`src/rtl/vtage_pkg.sv`:
```
// Shared types and constants for the VTAGE/LVP feedback path.
// Entry field widths live here; the top's width parameters must agree with them.
package vtage_pkg;

  localparam int VT_TAG_W  = 8;
  localparam int VT_CONF_W = 9;
  localparam int VT_U_W    = 2;

  localparam logic [15:0] P_LFSR_SEED = 16'hACE1;

  // Fibonacci taps 16/14/13/11 expressed as zero-based bit positions
  localparam int LFSR_TAP_A = 15;
  localparam int LFSR_TAP_B = 13;
  localparam int LFSR_TAP_C = 12;
  localparam int LFSR_TAP_D = 10;

  typedef struct packed {
    logic [VT_TAG_W-1:0]  tag;
    logic [31:0]          value;
    logic [VT_CONF_W-1:0] conf;
    logic [VT_U_W-1:0]    u;
  } vtage_entry_t;

  function automatic logic [15:0] lfsr_next(input logic [15:0] s);
    return {s[14:0], s[LFSR_TAP_A] ^ s[LFSR_TAP_B] ^ s[LFSR_TAP_C] ^ s[LFSR_TAP_D]};
  endfunction

endpackage

```
`src/rtl/vtage_fb_calc.sv`:
```
// Single-slot entry update: base entry + commit outcome -> entry to write back.
module vtage_fb_calc
  import vtage_pkg::*;
#(
  parameter bit P_LVP = 1'b0
) (
  input  vtage_entry_t        base_i,
  input  logic [VT_TAG_W-1:0] fb_tag_i,
  input  logic [31:0]         actual_i,
  input  logic                mispredict_i,
  input  logic                fpc_hit_i,
  output vtage_entry_t        entry_o
);

  logic conf_sat, u_sat;

  always_comb begin
    conf_sat = &base_i.conf;
    u_sat    = &base_i.u;
    entry_o       = base_i;
    entry_o.value = actual_i;
    if (mispredict_i) begin
      entry_o.conf = '0;
      // a worthless entry is handed to the new context instead of decaying further
      if (base_i.u == '0) entry_o.tag = fb_tag_i;
      else                entry_o.u   = base_i.u - VT_U_W'(1);
    end else begin
      if (fpc_hit_i && !conf_sat) entry_o.conf = base_i.conf + VT_CONF_W'(1);
      if (conf_sat && !u_sat)     entry_o.u    = base_i.u + VT_U_W'(1);
    end
    if (P_LVP) begin
      entry_o.tag = '0;
      entry_o.u   = '0;
    end
  end

endmodule

```
`src/rtl/vtage_fb_update.sv`:
```
// Feedback-side writer for one VTAGE/LVP bank: builds updated entries, drives
// the two table write ports one cycle later, and emits usefulness-aging pulses.
module vtage_fb_update
  import vtage_pkg::*;
#(
  parameter int P_BANK        = 0,
  parameter int P_NUM_PRED    = 2,
  parameter int P_NUM_ENTRIES = 256,
  parameter int P_CONF_WIDTH  = 8,
  parameter int P_TAG_WIDTH   = 8,
  parameter int P_U_WIDTH     = 2,
  parameter int P_FPC_BITS    = 3,
  parameter int P_AGE_LOG2    = 10,
  localparam int LP_INDEX_WIDTH = $clog2(P_NUM_ENTRIES)
) (
  input  logic                                       clk_i,
  input  logic                                       rst_ni,
  input  logic [P_NUM_PRED-1:0]                      fb_valid_i,
  input  logic [P_NUM_PRED-1:0][LP_INDEX_WIDTH-1:0]  fb_index_i,
  input  logic [P_NUM_PRED-1:0][P_TAG_WIDTH-1:0]     fb_tag_i,
  input  logic [P_NUM_PRED-1:0][P_CONF_WIDTH:0]      fb_conf_i,
  input  logic [P_NUM_PRED-1:0][P_U_WIDTH-1:0]       fb_useful_i,
  input  logic [P_NUM_PRED-1:0][31:0]                fb_actual_i,
  input  logic [P_NUM_PRED-1:0]                      fb_mispredict_i,
  output logic [P_NUM_PRED-1:0]                      wr_en_o,
  output logic [P_NUM_PRED-1:0][LP_INDEX_WIDTH-1:0]  wr_index_o,
  output vtage_entry_t [P_NUM_PRED-1:0]              wr_entry_o,
  output logic                                       age_pulse_o
);

  logic [15:0]                   lfsr_q;
  logic [P_AGE_LOG2-1:0]         age_q;
  logic [P_AGE_LOG2:0]           age_sum;
  vtage_entry_t [P_NUM_PRED-1:0] base, nxt;
  logic [P_NUM_PRED-1:0]         fpc_hit, en_nxt;

  // Base selection, FPC draw and same-cycle collision suppression per slot.
  // Ports are scanned in ascending order so the highest port's entry wins.
  always_comb begin
    for (int s = 0; s < P_NUM_PRED; s++) begin
      base[s] = '{tag: fb_tag_i[s], value: fb_actual_i[s],
                  conf: fb_conf_i[s], u: fb_useful_i[s]};
      for (int p = 0; p < P_NUM_PRED; p++)
        if (wr_en_o[p] && wr_index_o[p] == fb_index_i[s]) base[s] = wr_entry_o[p];
      fpc_hit[s] = lfsr_q[s*P_FPC_BITS +: P_FPC_BITS] == '0;
      en_nxt[s]  = fb_valid_i[s];
      for (int t = s + 1; t < P_NUM_PRED; t++)
        if (fb_valid_i[t] && fb_index_i[t] == fb_index_i[s]) en_nxt[s] = 1'b0;
    end
  end

  // One extra carry bit: several wraps in one cycle collapse into a single pulse.
  always_comb begin
    age_sum = {1'b0, age_q};
    for (int s = 0; s < P_NUM_PRED; s++)
      if (fb_valid_i[s]) age_sum = age_sum + (P_AGE_LOG2+1)'(1);
  end

  for (genvar g = 0; g < P_NUM_PRED; g++) begin : g_slot
    vtage_fb_calc #(.P_LVP(P_BANK == 0)) u_calc (
      .base_i       (base[g]),
      .fb_tag_i     (fb_tag_i[g]),
      .actual_i     (fb_actual_i[g]),
      .mispredict_i (fb_mispredict_i[g]),
      .fpc_hit_i    (fpc_hit[g]),
      .entry_o      (nxt[g])
    );
  end

  always_ff @(posedge clk_i or negedge rst_ni) begin
    if (!rst_ni) begin
      wr_en_o     <= '0;
      wr_index_o  <= '0;
      wr_entry_o  <= '0;
      age_pulse_o <= 1'b0;
      lfsr_q      <= P_LFSR_SEED;
      age_q       <= '0;
    end else begin
      wr_en_o <= en_nxt;
      for (int s = 0; s < P_NUM_PRED; s++)
        if (en_nxt[s]) begin
          wr_index_o[s] <= fb_index_i[s];
          wr_entry_o[s] <= nxt[s];
        end
      if (|fb_valid_i) lfsr_q <= lfsr_next(lfsr_q);
      age_q       <= age_sum[P_AGE_LOG2-1:0];
      age_pulse_o <= age_sum[P_AGE_LOG2];
    end
  end

endmodule

```
`config.mk`:
```
export PLATFORM = sky130hd
export DESIGN_NAME = vtage_fb_update
export DESIGN_NICKNAME = d
export VERILOG_FILES = /design/src/rtl/vtage_pkg.sv /design/src/rtl/vtage_fb_calc.sv /design/src/rtl/vtage_fb_update.sv
export SDC_FILE = /design/constraint.sdc
export NUM_CORES = 1
export LEC_CHECK = 0
export CORE_ASPECT_RATIO = 0.5
export CORE_MARGIN = 3
export CORE_UTILIZATION = 35
export CTS_CLUSTER_DIAMETER = 40
export DETAILED_ROUTE_END_ITERATION = 8
export PLACE_DENSITY = 0.68
export SYNTH_ARGS = -nofsm -noshare
export SYNTH_HDL_FRONTEND = slang
export SYNTH_SLANG_ARGS = --single-unit
```
`constraint.sdc`:
```
create_clock -name clk_i -period 4.4 [get_ports clk_i]
set_input_delay 0.44 -clock clk_i [delete_from_list [all_inputs] [get_ports clk_i]]
set_output_delay 0.44 -clock clk_i [all_outputs]
set_load 0.01 [all_outputs]
```
## Word-level counts from Yosys, hierarchy flattened

Index checks and enable logic that the tools add are counted.

| cells by class | value |
|---|---|
| add/sub/neg operators | 8 |
| equality and inequality tests | 5 |
| mux-type cells | 15 |
| bitwise logic cells | 3 |
| reductions and logical operators | 22 |

Operator list:

| kind | count |
|---|---|
| $mux 11 | 8 |
| $eq 8x8->1 | 5 |
| $add 9x1->9 const B | 2 |
| $mux 9 | 2 |
| $reduce_and 9->1 | 2 |
| $add 10x1->11 const B | 1 |
| $add 11x1->11 const B | 1 |
| $logic_and 1x1->1 | 9 |
| $mux 2 | 4 |
| $logic_not 3->1 | 2 |
| $add 2x1->2 const B | 2 |
| $logic_not 1->1 | 4 |
| $logic_not 2->1 | 2 |
| $reduce_and 2->1 | 2 |
| $sub 2x1->2 const B | 2 |
| $xor 1x1->1 | 3 |
| $reduce_or 2->1 | 1 |
| $mux 1 | 1 |

| word-level totals | value |
|---|---|
| register bits after elaboration | 127 |
| bits of input ports | 124 |
| output and inout port bits | 121 |

## Depth between registers and ports, before layout

Gate-level depths: netlist of run 1.

| logic depth | value |
|---|---|
| word-level depth | 9 |
| mapped depth | 15 |
| depth with buffers taken out | 14 |

## Hierarchy

A second synthesis of run 1 with hierarchy kept.

| unflattened totals | value |
|---|---|
| cell total of the unflattened synthesis | 926 |
| area total of the unflattened synthesis | 9,497.9 um^2 |

By module, submodules not included:

| module | instances | cells each | area each (um^2) | seq. area each (um^2) |
|---|---|---|---|---|
| vtage_fb_update | 1 | 768 | 8,401.8 | 3,688.5 |
| vtage_fb_calc | 2 | 79 | 548.0 | 0.0 |

## Worst setup path before layout of run 1

Ideal clock, no wire load.

| timing | value |
|---|---|
| path kind | register -> register |
| start point | register wr_index_o[3] (netlist bit) |
| end point | register wr_entry_o[9] (netlist bit) |
| arrival time | 3,458 ps |
| setup slack | 873 ps |
| stages on the path, launching flop included | 15 |
| buffers on the path | 1 |
| path through | dfrtp_1 > xnor2_2 > nand2_1 > or3_1 > buf_6 > mux2_1 > mux2_2 > nand4_2 > nor3b_1 > ha_1 > nor4_2 > and4bb_1 > nand2_1 > or4_1 > nand3_1 |

| on the way | value |
|---|---|
| word-level cells in the longest chain between the ends | 9 |
| elaborated cells on any way between the ends | 10 |
| classes of those cells | add/sub: 1; eq/ne: 1; mux: 4; reduce/logical: 4 |

Ends and longest elaborated chain:

| item | line | source |
|---|---|---|
| start: declaration | vtage_fb_update.sv:26 | `output logic [P_NUM_PRED-1:0][LP_INDEX_WIDTH-1:0] wr_index_o,` |
| start signal: indexed assignment | vtage_fb_update.sv:82 | `wr_index_o[s] <= fb_index_i[s];` |
| $eq 8x8->1 (*) | vtage_fb_update.sv:44 | `if (wr_en_o[p] && wr_index_o[p] == fb_index_i[s]) base[s] = wr_entry_o[p];` |
| $logic_and 1x1->1 (*) | vtage_fb_update.sv:44 |  |
| $mux 11 (*) (2 in a row) | vtage_fb_update.sv:44 |  |
| branches (longest 3 deep; another with $add 9x1->9) | - |  |
| $mux 9 (*) | vtage_fb_calc.sv:28 | `if (fpc_hit_i && !conf_sat) entry_o.conf = base_i.conf + VT_CONF_W'(1);` |
| $mux 11 (*) | vtage_fb_calc.sv:22 | `if (mispredict_i) begin` |
| end signal: indexed assignment | vtage_fb_update.sv:83 | `wr_entry_o[s] <= nxt[s];` |
| end: declaration | vtage_fb_update.sv:27 | `output vtage_entry_t [P_NUM_PRED-1:0] wr_entry_o,` |

Mark *: on every way between the ends.
A chain may end at the register's enable or synchronous reset.

## Final worst setup path of run 1

| timing | value |
|---|---|
| start point | input port fb_index_i[7] (netlist bit) |
| end point | register wr_entry_o[9] (netlist bit) |

| on the way | value |
|---|---|
| word-level cells in the longest chain between the ends | 9 |
| elaborated cells on any way between the ends | 15 |
| classes of those cells | add/sub: 1; eq/ne: 3; mux: 5; reduce/logical: 6 |

Ends and longest elaborated chain:

| item | line | source |
|---|---|---|
| start: declaration | vtage_fb_update.sv:19 | `input logic [P_NUM_PRED-1:0][LP_INDEX_WIDTH-1:0] fb_index_i,` |
| branches (longest 9 deep; another with $add 9x1->9) | - |  |

Parallel ways; which one is timed is not known.

==> results.txt, run 1 <==
----------------------------------------------------
[Status]
  Outcome ... complete, no violations

[Place]
  Cell Count Post-Placement ... 1,043
  Detailed-placement wirelength estimate ... 13,100 um
  Quantity of I/O buffers inserted on ports ... 204
  Final RePlAce weighted congestion ... 0.834

[Drt]
  Routed wire length per instance ... 16.5 um
  Final WL ... 17,800 um
  Overall via count from detail_route ... 5,142
  TritonRoute pass-1 iters ... 4
  First DRT Iteration DRCs ... 229
  Post-route ant nets ... 0
  Avg Vias per Cell ... 4.78
  Drt drc ... 0

[STA]
  Number of hold violations in the final report ... 0
  Final worst path period need ... 3750 ps
  Final period util ... 85.3%
  Setup TNS ... 0 ps
  Final-report setup violation count ... 0
  Transition time at the pin with the least slew margin ... 809 ps
  Worst slew margin relative to its limit ... 46.0%
  RSZ-0062 raised after global routing ... no
  Worst Clk Skew ... 11.8 ps
  Achievable Freq ... 266 MHz
  Final Slew Violations ... 0

[Logic synthesis]
  Most used DFF post-synth ... dfrtp_1
  Yosys warns ... 0
  Post-synthesis cell type count ... 56
  Complex-gate fraction of the synthesized area ... 6.25%
  Avg Synthesized Cell Area ... 10.5 sq um
  Post-Synth Simple-Gate Area ... 16.2%
  Share of the synthesized area in the top cell type ... 45.9%
  Adder and majority cell fraction of the synthesized area ... 1.16%
  Synth area leaders ... dfrtp_1 46%, mux2_2 11%, nand2_1 8.7%, xnor2_1 6.5%, dfstp_2 3.2%
  Sequential area share after synthesis ... 49.1%
  Main combinational cell family by area after synthesis ... simple AND/OR/NAND/NOR gates
  Fraction of registers with async set or reset after synthesis ... 100%
  Post-Synth XOR/XNOR Area ... 9.57%
  Multiplexer share of the synthesized area ... 13.1%
  Synthesized cell area ... 6490 sq um
  Number of register bits inferred by synthesis ... 127
  Post-synth EDFFs ... 0
  Most area-hungry cell type in the Yosys netlist ... dfrtp_1
  Cells after Synth ... 617

[Worst setup path]
  Kind of critical path ... in2reg
  Launching point of the worst reg2reg path ... wr_index_o[0]
  Worst path slowest cell ... clkdlybuf4s50_1
  CP endpoint kind ... flip-flop
  Worst-path cell chain ... clkdlybuf4s50_1 -> xnor2_1 -> nand4_1 -> or3_1 -> mux2_1 -> mux2_2 -> nand4_2 -> nor3b_1 -> ha_1 -> nor4_2 -> and4bb_1 -> nand2_1 -> or4_1 -> nand3_1
  Data required time at the worst endpoint ... 4740 ps
  R2r worst-path depth ... 13
  Arr. time, crit path ... 4100 ps
  Launching element type of the critical path ... input pin
  Worst stage delay on the critical path ... 570 ps
  Endpoint of the worst register-to-register path ... wr_entry_o[9]
  Maximum net fanout on the critical path ... 5
  Flop-to-flop setup slack ... 690 ps

[Job]
  Count of max-cap constraint violations ... 0

[Clock tree]
  Total clock buffers created by CTS ... 17
  Clock root cell ... clkbuf_16
  Clk_lat worst skew ... 420 ps
  Number of sinks handled by clock tree synthesis ... 127
  Worst-path clk slew ... 70 ps
  Number of setup buffers added after CTS ... 0
  TritonCTS clock tree ... built
  Maximum level of the CTS H-tree ... 4
  Count of instances resized after the clock tree is built ... 0
  Number of hold buffers added after CTS ... 0
  Max Buffers Root-to-Sink ... 2

[Power]
  Leak pwr ... 0.00393 uW
  Power, Total ... 3950 uW
  Worst ir drop on vdd ... 0.273 mV
  Power per cell area ... 425 nW/um^2

[Cells and area]
  Top library cells by usage in the layout, fill and taps aside ... 202 x clkdlybuf4s50_1, 150 x nand2_1, 119 x dfrtp_1, 62 x mux2_2, 48 x xnor2_1
  Count of nets after finishing ... 958
  Area growth from synthesis to layout ... 43.3%
  Final standard cell count with taps included and fillers excluded ... 1,075
  Filler instances ... 1,613
  Most common library cell in the layout ignoring fill and taps ... clkdlybuf4s50_1
  Multi-input logic area ... 3090 sq um
  Storage element area ... 3190 sq um
  Fraction of final layout cells with drive strength greater than 1 ... 15.8%
  Number of inserted diodes ... 0

[Worst hold path]
  Path type of the worst min-delay path ... in2async

[Die]
  Top-level port count ... 245
  Die extent in y ... 102 um
  Core Region ... 17,800 sq um
  Effective utilization at floorplan ... 36.5%
  DIE WIDTH ... 199 um
  Die outline area ... 20,300 sq um
  Std cell rows ... 34

[Global routing]
  All-layer global routing usage ... 17.6%
  Maximum number of pins on one net before global-route repair ... 58
  Antenna violations before repair ... 1
  Global-route wire length before repair ... 27,800 um
  Via count of the first global-routing pass ... 5,125
  Overflow left after global routing ... 0

----------------------------------------------------
[worst max-delay path, delay by kind of cell]
kind | cells | cell delay [ps]
buf+inv | 1 | 570
simple gates | 9 | 2040
xor+xnor | 1 | 160
mux | 2 | 670
fa+ha+maj | 1 | 230
[registers in the layout, indices dropped and copies added, names as in the netlist]
signal / cells
wr_entry_o: 82
lfsr_q: 16
wr_index_o: 16
age_q: 10
wr_en_o: 2
age_pulse_o: 1
[layer usage]
layer  global-route usage (%)  vias to the layer above  share of wire, %  wire length [um]
met1                     23.4                     2518                46              8140
met3                     4.22                       17               4.2               748
met5                        0                        -             0.051                 9
met4                     5.12                        2               1.3               226
li1                         -                     2492                 -                 -
met2                     28.9                      113                49              8660
[cell families (layout without fill, tap and decap cells)]
| logic type | Yosys count | in the layout |
|---|---|---|
| xor gates and xnor gates | 70 | 70 |
| adders and majority gates | 6 | 6 |
| DFF | 127 | 127 |
| buffers and inverters | 54 | 259 |
| other | 1 | 20 |
| muxes | 77 | 77 |
| and+or+nand+nor | 229 | 229 |
| AOI/OAI and AO/OA | 53 | 53 |
[area by class of cell]
type                    count  share of cell area, %
repair buffers            215                   22.8
flip-flops and latches    127                   34.3
multi-input cells         455                   33.2
clock inverters            13                   1.41
inverters                  12                  0.485
well taps                 234                   3.15
clock buffers              19                   4.66
[power breakdown]
part | internal [uW] | total (uW) | switching, uW
Combinational | 556 | 1010 | 454
Sequential | 1400 | 1590 | 189
Clock | 789 | 1360 | 566
Total | 2740 | 3950 | 1210
[how the worst max path moves through the flow]
stage	from	endpoint
2_1_floorplan	wr_index_o[3]	wr_entry_o[9]
3_3_place_gp	fb_index_i[4]	wr_entry_o[9]
3_5_place_dp	fb_index_i[7]	wr_entry_o[9]
4_1_cts	fb_index_i[7]	wr_entry_o[9]
5_1_grt	fb_index_i[7]	wr_entry_o[9]
6_report	fb_index_i[7]	wr_entry_o[9]
[synthesized netlist by cell type (all sizes together) (12+ instances only)]
cell type / instances
dfrtp: 119
o21ai: 12
buf: 24
clkbuf: 18
nand2: 150
mux2: 64
xnor2: 49
xor2: 21
nor2: 17
mux2i: 13
inv: 12
nand4: 15
[metrics by stage]
step	area [sq um]	setup slack [ps]	hold slack (ps)	util [%]
2_1_floorplan	6560	873	144	-
3_3_place_gp	8730	287	453	49.1
3_5_place_dp	8730	210	461	49.1
4_1_cts	9300	642	107	52.3
5_1_grt	9300	443	136	52.3
6_report	9300	645	86.6	52.3
Note: power is estimated with default switching activity, not from simulation.
==> inputs of run 2 (changes only) <==
--- a/config.mk
+++ b/config.mk
@@ -8,6 +8,7 @@
 export CORE_ASPECT_RATIO = 0.5
 export CORE_MARGIN = 3
 export CORE_UTILIZATION = 35
+export CTS_BUF_LIST = sky130_fd_sc_hd__clkbuf_4 sky130_fd_sc_hd__clkbuf_8 sky130_fd_sc_hd__clkbuf_16
 export CTS_CLUSTER_DIAMETER = 40
 export DETAILED_ROUTE_END_ITERATION = 8
 export PLACE_DENSITY = 0.68
==> results.txt, run 2 (synthesis gave the netlist of run 1 again) <==
----------------------------------------------------
[Clock tree]
  Number of hold buffers added after CTS ... 0
  Clk_lat worst skew ... 410 ps
  Clock root cell ... clkbuf_16
  Total clock buffers created by CTS ... 17
  Max Buffers Root-to-Sink ... 2
  Count of instances resized after the clock tree is built ... 0
  TritonCTS clock tree ... built
  Number of sinks handled by clock tree synthesis ... 127
  Number of setup buffers added after CTS ... 0
  Worst-path clk slew ... 70 ps
  Maximum level of the CTS H-tree ... 4

[STA]
  Slack of the critical path ... 653 ps
  Achievable Freq ... 267 MHz
  Worst Clk Skew ... 10.3 ps
  Final worst path period need ... 3750 ps
  Transition time at the pin with the least slew margin ... 807 ps
  RSZ-0062 raised after global routing ... no
  Final period util ... 85.2%
  Setup TNS ... 0 ps
  Final Slew Violations ... 0
  Worst slew margin relative to its limit ... 46.2%
  Final-report setup violation count ... 0
  Number of hold violations in the final report ... 0

[Cells and area]
  Largest registers ranked by flip-flop count ... wr_entry_o (82), lfsr_q (16), wr_index_o (16)
  Number of inserted diodes ... 0
  Largest Register ... wr_entry_o
  Fraction of final layout cells with drive strength greater than 1 ... 16.1%
  Multi-input logic area ... 3090 sq um
  Count of nets after finishing ... 958
  Most common library cell in the layout ignoring fill and taps ... clkdlybuf4s50_1
  Top library cells by usage in the layout, fill and taps aside ... 202 x clkdlybuf4s50_1, 150 x nand2_1, 119 x dfrtp_1, 62 x mux2_2, 48 x xnor2_1
  Filler instances ... 1,611
  Storage element area ... 3190 sq um
  Final standard cell count with taps included and fillers excluded ... 1,075
  Max FFs per register ... 82
  Area growth from synthesis to layout ... 43.4%

[Drt]
  Drt drc ... 0
  Overall via count from detail_route ... 5,166
  TritonRoute pass-1 iters ... 4
  First DRT Iteration DRCs ... 224
  Avg Vias per Cell ... 4.81
  Post-route ant nets ... 0
  Final WL ... 17,700 um
  Routed wire length per instance ... 16.5 um

[Global routing]
  Met2 global-route usage ... 29.0%
  GR Util met1 ... 23.4%
  Maximum number of pins on one net before global-route repair ... 58
  Antenna violations before repair ... 1
  Global-route wire length before repair ... 27,800 um
  Met3 demand-to-capacity share in global routing ... 4.22%
  All-layer global routing usage ... 17.6%
  Via count of the first global-routing pass ... 5,120
  Busiest layer in global routing ... met2
  Overflow left after global routing ... 0

[Die]
  Core Region ... 17,800 sq um
  Die outline area ... 20,300 sq um
  Std cell rows ... 34
  Effective utilization at floorplan ... 36.5%
  Top-level port count ... 245
  DIE WIDTH ... 199 um
  Die extent in y ... 102 um

[Worst setup path]
  Arr. time, crit path ... 4090 ps
  Maximum net fanout on the critical path ... 5
  CP endpoint kind ... flip-flop
  R2r worst-path depth ... 13
  Launching point of the worst reg2reg path ... wr_index_o[0]
  Flop-to-flop setup slack ... 710 ps
  Data required time at the worst endpoint ... 4740 ps
  Kind of critical path ... in2reg
  Launching element type of the critical path ... input pin
  Endpoint of the worst register-to-register path ... wr_entry_o[9]

[Worst hold path]
  Path type of the worst min-delay path ... in2async

[Job]
  Count of max-cap constraint violations ... 0

[Power]
  Leak pwr ... 0.00394 uW
  Worst ir drop on vdd ... 0.272 mV
  Power per cell area ... 426 nW/um^2

[Place]
  Final RePlAce weighted congestion ... 0.834
  Quantity of I/O buffers inserted on ports ... 204
  Detailed-placement wirelength estimate ... 13,100 um
  Post-place setup slack ... 210 ps
  Cell Count Post-Placement ... 1,043

[Status]
  Outcome ... complete, no violations

----------------------------------------------------
==> run 2: cell count changes in the layout (fill, tap and decap cells not counted) <==
| cell | previous run | this run |
|---|---|---|
| clkbuf_1 | 2 | 0 |
| clkbuf_4 | 0 | 2 |
==> run 2: worst max-delay path by stage <==
stage,startpoint,end
global placement,fb_index_i[4],wr_entry_o[9]
CTS,fb_index_i[7],wr_entry_o[9]
finish,fb_index_i[7],wr_entry_o[9]
floorplan,wr_index_o[3],wr_entry_o[9]
detailed placement,fb_index_i[7],wr_entry_o[9]
global route,fb_index_i[7],wr_entry_o[9]
==> run 2: cell type report <==
type	count	share of cell area (%)
Sequential cell	127	34.3
Multi-Input combinational cell	455	33.2
Timing Repair Buffer	215	22.8
Clock buffer	19	4.73
Tap cell	234	3.15
Clock inverter	13	1.41
Inverter	12	0.484
==> run 2: per-stage QoR <==
stage	hold slack, ps	area [sq um]	power, uW	utilization, %
finish	87.4	9300	3970	52.3
global route	136	9300	4180	52.3
CTS	112	9300	4010	52.3
detailed placement	461	8730	2620	49.1
global placement	453	8730	2580	49.1
floorplan	144	6560	2140	-
==> run 2: per-layer routing <==
layer	share of wire [%]	wire [um]
met5	0.051	9
met2	48	8540
met1	45	7960
met3	5.5	968
met4	1.5	272
==> run 2: critical path, cell delays in order <==
cell and delay (ps):
clkdlybuf4s50_1 580, xnor2_1 160, nand4_1 210, or3_1 500, mux2_1 350, mux2_2 320, nand4_2 130, nor3b_1 70
ha_1 230, nor4_2 220, and4bb_1 300, nand2_1 80, or4_1 400, nand3_1 100
==> run 2: power breakdown <==
group          internal, uW  switching [uW]  leakage, uW  total [uW]
Sequential             1400             188      0.00153        1590
Combinational           556             454      0.00214        1010
Clock                   802             566     0.000266        1370
==> inputs of run 3 (changes only) <==
--- a/config.mk
+++ b/config.mk
@@ -11,6 +11,7 @@
 export CTS_BUF_LIST = sky130_fd_sc_hd__clkbuf_4 sky130_fd_sc_hd__clkbuf_8 sky130_fd_sc_hd__clkbuf_16
 export CTS_CLUSTER_DIAMETER = 40
 export DETAILED_ROUTE_END_ITERATION = 8
+export GPL_TIMING_DRIVEN = 0
 export PLACE_DENSITY = 0.68
 export SYNTH_ARGS = -nofsm -noshare
 export SYNTH_HDL_FRONTEND = slang
==> results.txt, run 3 (synthesis gave the netlist of run 1 again) <==
----------------------------------------------------
[Die]
  DIE WIDTH ... 199 um
  Top-level port count ... 245
  Die extent in y ... 102 um
  Die outline area ... 20,300 sq um
  Effective utilization at floorplan ... 36.5%
  Core Region ... 17,800 sq um
  Std cell rows ... 34

[Worst setup path]
  Number of buffer and inverter instances along the worst setup path ... 1
  Maximum net fanout on the critical path ... 7
  Launching point of the worst reg2reg path ... wr_index_o[7]
  Kind of critical path ... in2reg
  Worst stage delay on the critical path ... 650 ps
  Worst path slowest cell ... nor4_2
  Worst-path cell chain ... clkdlybuf4s50_1 -> xnor2_1 -> nand4_1 -> nor3_1 -> mux2i_1 -> o21ai_0 -> nand3_1 -> nor4_1 -> ha_1 -> nor4_2 -> nand4_2 -> nor4_1 -> xnor2_1 -> o22ai_2
  CP endpoint kind ... flip-flop
  Flop-to-flop setup slack ... 420 ps
  Endpoint of the worst register-to-register path ... wr_entry_o[60]
  Arr. time, crit path ... 4390 ps
  Family with the most delay on the worst path ... simple AND/OR/NAND/NOR gates
  Data required time at the worst endpoint ... 4670 ps
  Launching element type of the critical path ... input pin
  R2r worst-path depth ... 13

[Clock tree]
  Clk_lat worst skew ... 410 ps
  TritonCTS clock tree ... built
  Worst-path clk slew ... 60 ps
  Number of sinks handled by clock tree synthesis ... 127
  Clock root cell ... clkbuf_16
  Number of setup buffers added after CTS ... 0
  Max Buffers Root-to-Sink ... 2
  Number of hold buffers added after CTS ... 0
  Total clock buffers created by CTS ... 17
  Maximum level of the CTS H-tree ... 4

[Place]
  Quantity of I/O buffers inserted on ports ... 203
  Final RePlAce weighted congestion ... 0.843
  Cell Count Post-Placement ... 1,074
  Detailed-placement wirelength estimate ... 13,800 um

[STA]
  RSZ-0062 raised after global routing ... no
  Worst Clk Skew ... 9.27 ps
  Worst slew margin relative to its limit ... 41.4%
  Final Slew Violations ... 0
  Final worst path period need ... 4120 ps
  Final period util ... 93.7%
  Achievable Freq ... 243 MHz
  Transition time at the pin with the least slew margin ... 869 ps
  Final-report setup violation count ... 0
  Setup TNS ... 0 ps
  Number of hold violations in the final report ... 0

[Power]
  Power per cell area ... 423 nW/um^2
  Net switching component of the power ... 1200 uW
  Clk pwr share ... 35.3%
  Total internal power ... 2820 uW
  Power, Total ... 4030 uW
  Worst ir drop on vdd ... 0.264 mV
  Leak pwr ... 0.00405 uW
  Switching portion of total power ... 29.9%
  Proportion of power drawn by combinational gates ... 25.3%
  Sequential Power Share ... 39.4%

[Drt]
  Drt drc ... 0
  Overall via count from detail_route ... 5,254
  TritonRoute pass-1 iters ... 5
  First DRT Iteration DRCs ... 231
  Post-route ant nets ... 0
  Avg Vias per Cell ... 4.75
  Final WL ... 17,900 um
  Routed wire length per instance ... 16.2 um

[Cells and area]
  Area growth from synthesis to layout ... 46.8%
  Final standard cell count with taps included and fillers excluded ... 1,106
  Count of nets after finishing ... 989
  Top library cells by usage in the layout, fill and taps aside ... 202 x clkdlybuf4s50_1, 150 x nand2_1, 119 x dfrtp_1, 62 x mux2_2, 48 x xnor2_1
  Number of inserted diodes ... 0
  Fraction of final layout cells with drive strength greater than 1 ... 16.9%
  Largest Register ... wr_entry_o
  Max FFs per register ... 82
  Largest registers ranked by flip-flop count ... wr_entry_o (82), lfsr_q (16), wr_index_o (16)
  Most common library cell in the layout ignoring fill and taps ... clkdlybuf4s50_1

[Global routing]
  Busiest layer in global routing ... met2
  Met2 global-route usage ... 30.6%
  Global-route wire length before repair ... 28,600 um
  Met3 demand-to-capacity share in global routing ... 4.51%
  Overflow left after global routing ... 0
  All-layer global routing usage ... 17.9%
  Antenna violations before repair ... 0
  Maximum number of pins on one net before global-route repair ... 75
  Via count of the first global-routing pass ... 5,397
  GR Util met1 ... 22.6%

[Worst hold path]
  Path type of the worst min-delay path ... in2async

[Job]
  Count of max-cap constraint violations ... 0

[Status]
  Outcome ... complete, no violations

----------------------------------------------------
## run 3: changes by cell type in the layout (fill, tap and decap cells not counted), sizes merged
cell / before / now
buf: 13 / 26
clkbuf: 19 / 36
bufinv: 1 / 2
clkinv: 2 / 6
inv: 17 / 15
clkinvlp: 5 / 3
## run 3: final cells by class
cell class / count / area, sq um
Inverter: 12 / 45.0
Clock buffer: 18 / 439
Multi-Input combinational cell: 455 / 3090
Timing Repair Buffer: 204 / 2060
Tap cell: 234 / 293
Fill cell: 1597 / 8260
Sequential cell: 127 / 3190
Clock inverter: 14 / 160
Buffer: 42 / 249
## run 3: timing repair
| item | 4_1_cts | 5_1_grt |
|---|---|---|
| hold endpoints to repair | 0 | 0 |
| setup endpoints to repair | 0 | 1 |
| resized for setup | 0 | 1 |
## run 3: power by group through the flow
stage	Combinational (uW)	Clock [uW]	Sequential, uW
after floorplan	540	0	1600
after global placement	992	0	1590
after detailed placement	1020	0	1600
after CTS	1020	1460	1580
after global routing	1120	1510	1620
final	1020	1420	1590
## run 3: per-stage QoR
step	area (sq um)	hold slack [ps]	utilization [%]	setup slack, ps
after CTS	9510	83.0	53.5	174
final	9520	63.9	53.5	277
after global placement	8880	456	50.0	-2300
after global routing	9520	110	53.5	15.8
after detailed placement	8910	461	50.1	-211
after floorplan	6560	144	-	873
## run 3: worst max-delay path by stage
stage          slack, ps             end           start  cells after the start
6_report             280  wr_entry_o[60]  fb_index_i[10]                     14
5_1_grt               20  wr_entry_o[60]  fb_index_i[12]                     14
4_1_cts              170   wr_entry_o[9]   fb_index_i[0]                     15
3_5_place_dp        -210   wr_entry_o[9]   fb_index_i[7]                     15
3_3_place_gp       -2300  wr_entry_o[30]          rst_ni                      1
2_1_floorplan        870   wr_entry_o[9]   wr_index_o[3]                     14
## run 3: worst reg2reg max path: cells and delay by family (launching register included)
| kind | cells | cell delay (ps) |
|---|---|---|
| xor gates and xnor gates | 2 | 410 |
| and+or+nand+nor | 7 | 2300 |
| muxes | 1 | 250 |
| AOI/OAI and AO/OA | 2 | 240 |
| DFF | 1 | 430 |
| adders and majority gates | 1 | 220 |
## run 3: metal layers
| layer | vias to the layer above | routed length [um] | share of wire (%) |
|---|---|---|---|
| li1 | 2563 | - | - |
| met1 | 2536 | 7750 | 43 |
| met2 | 134 | 8860 | 50 |
| met3 | 21 | 954 | 5.3 |
| met4 | 0 | 329 | 1.8 |
| met5 | - | 0 | 0 |
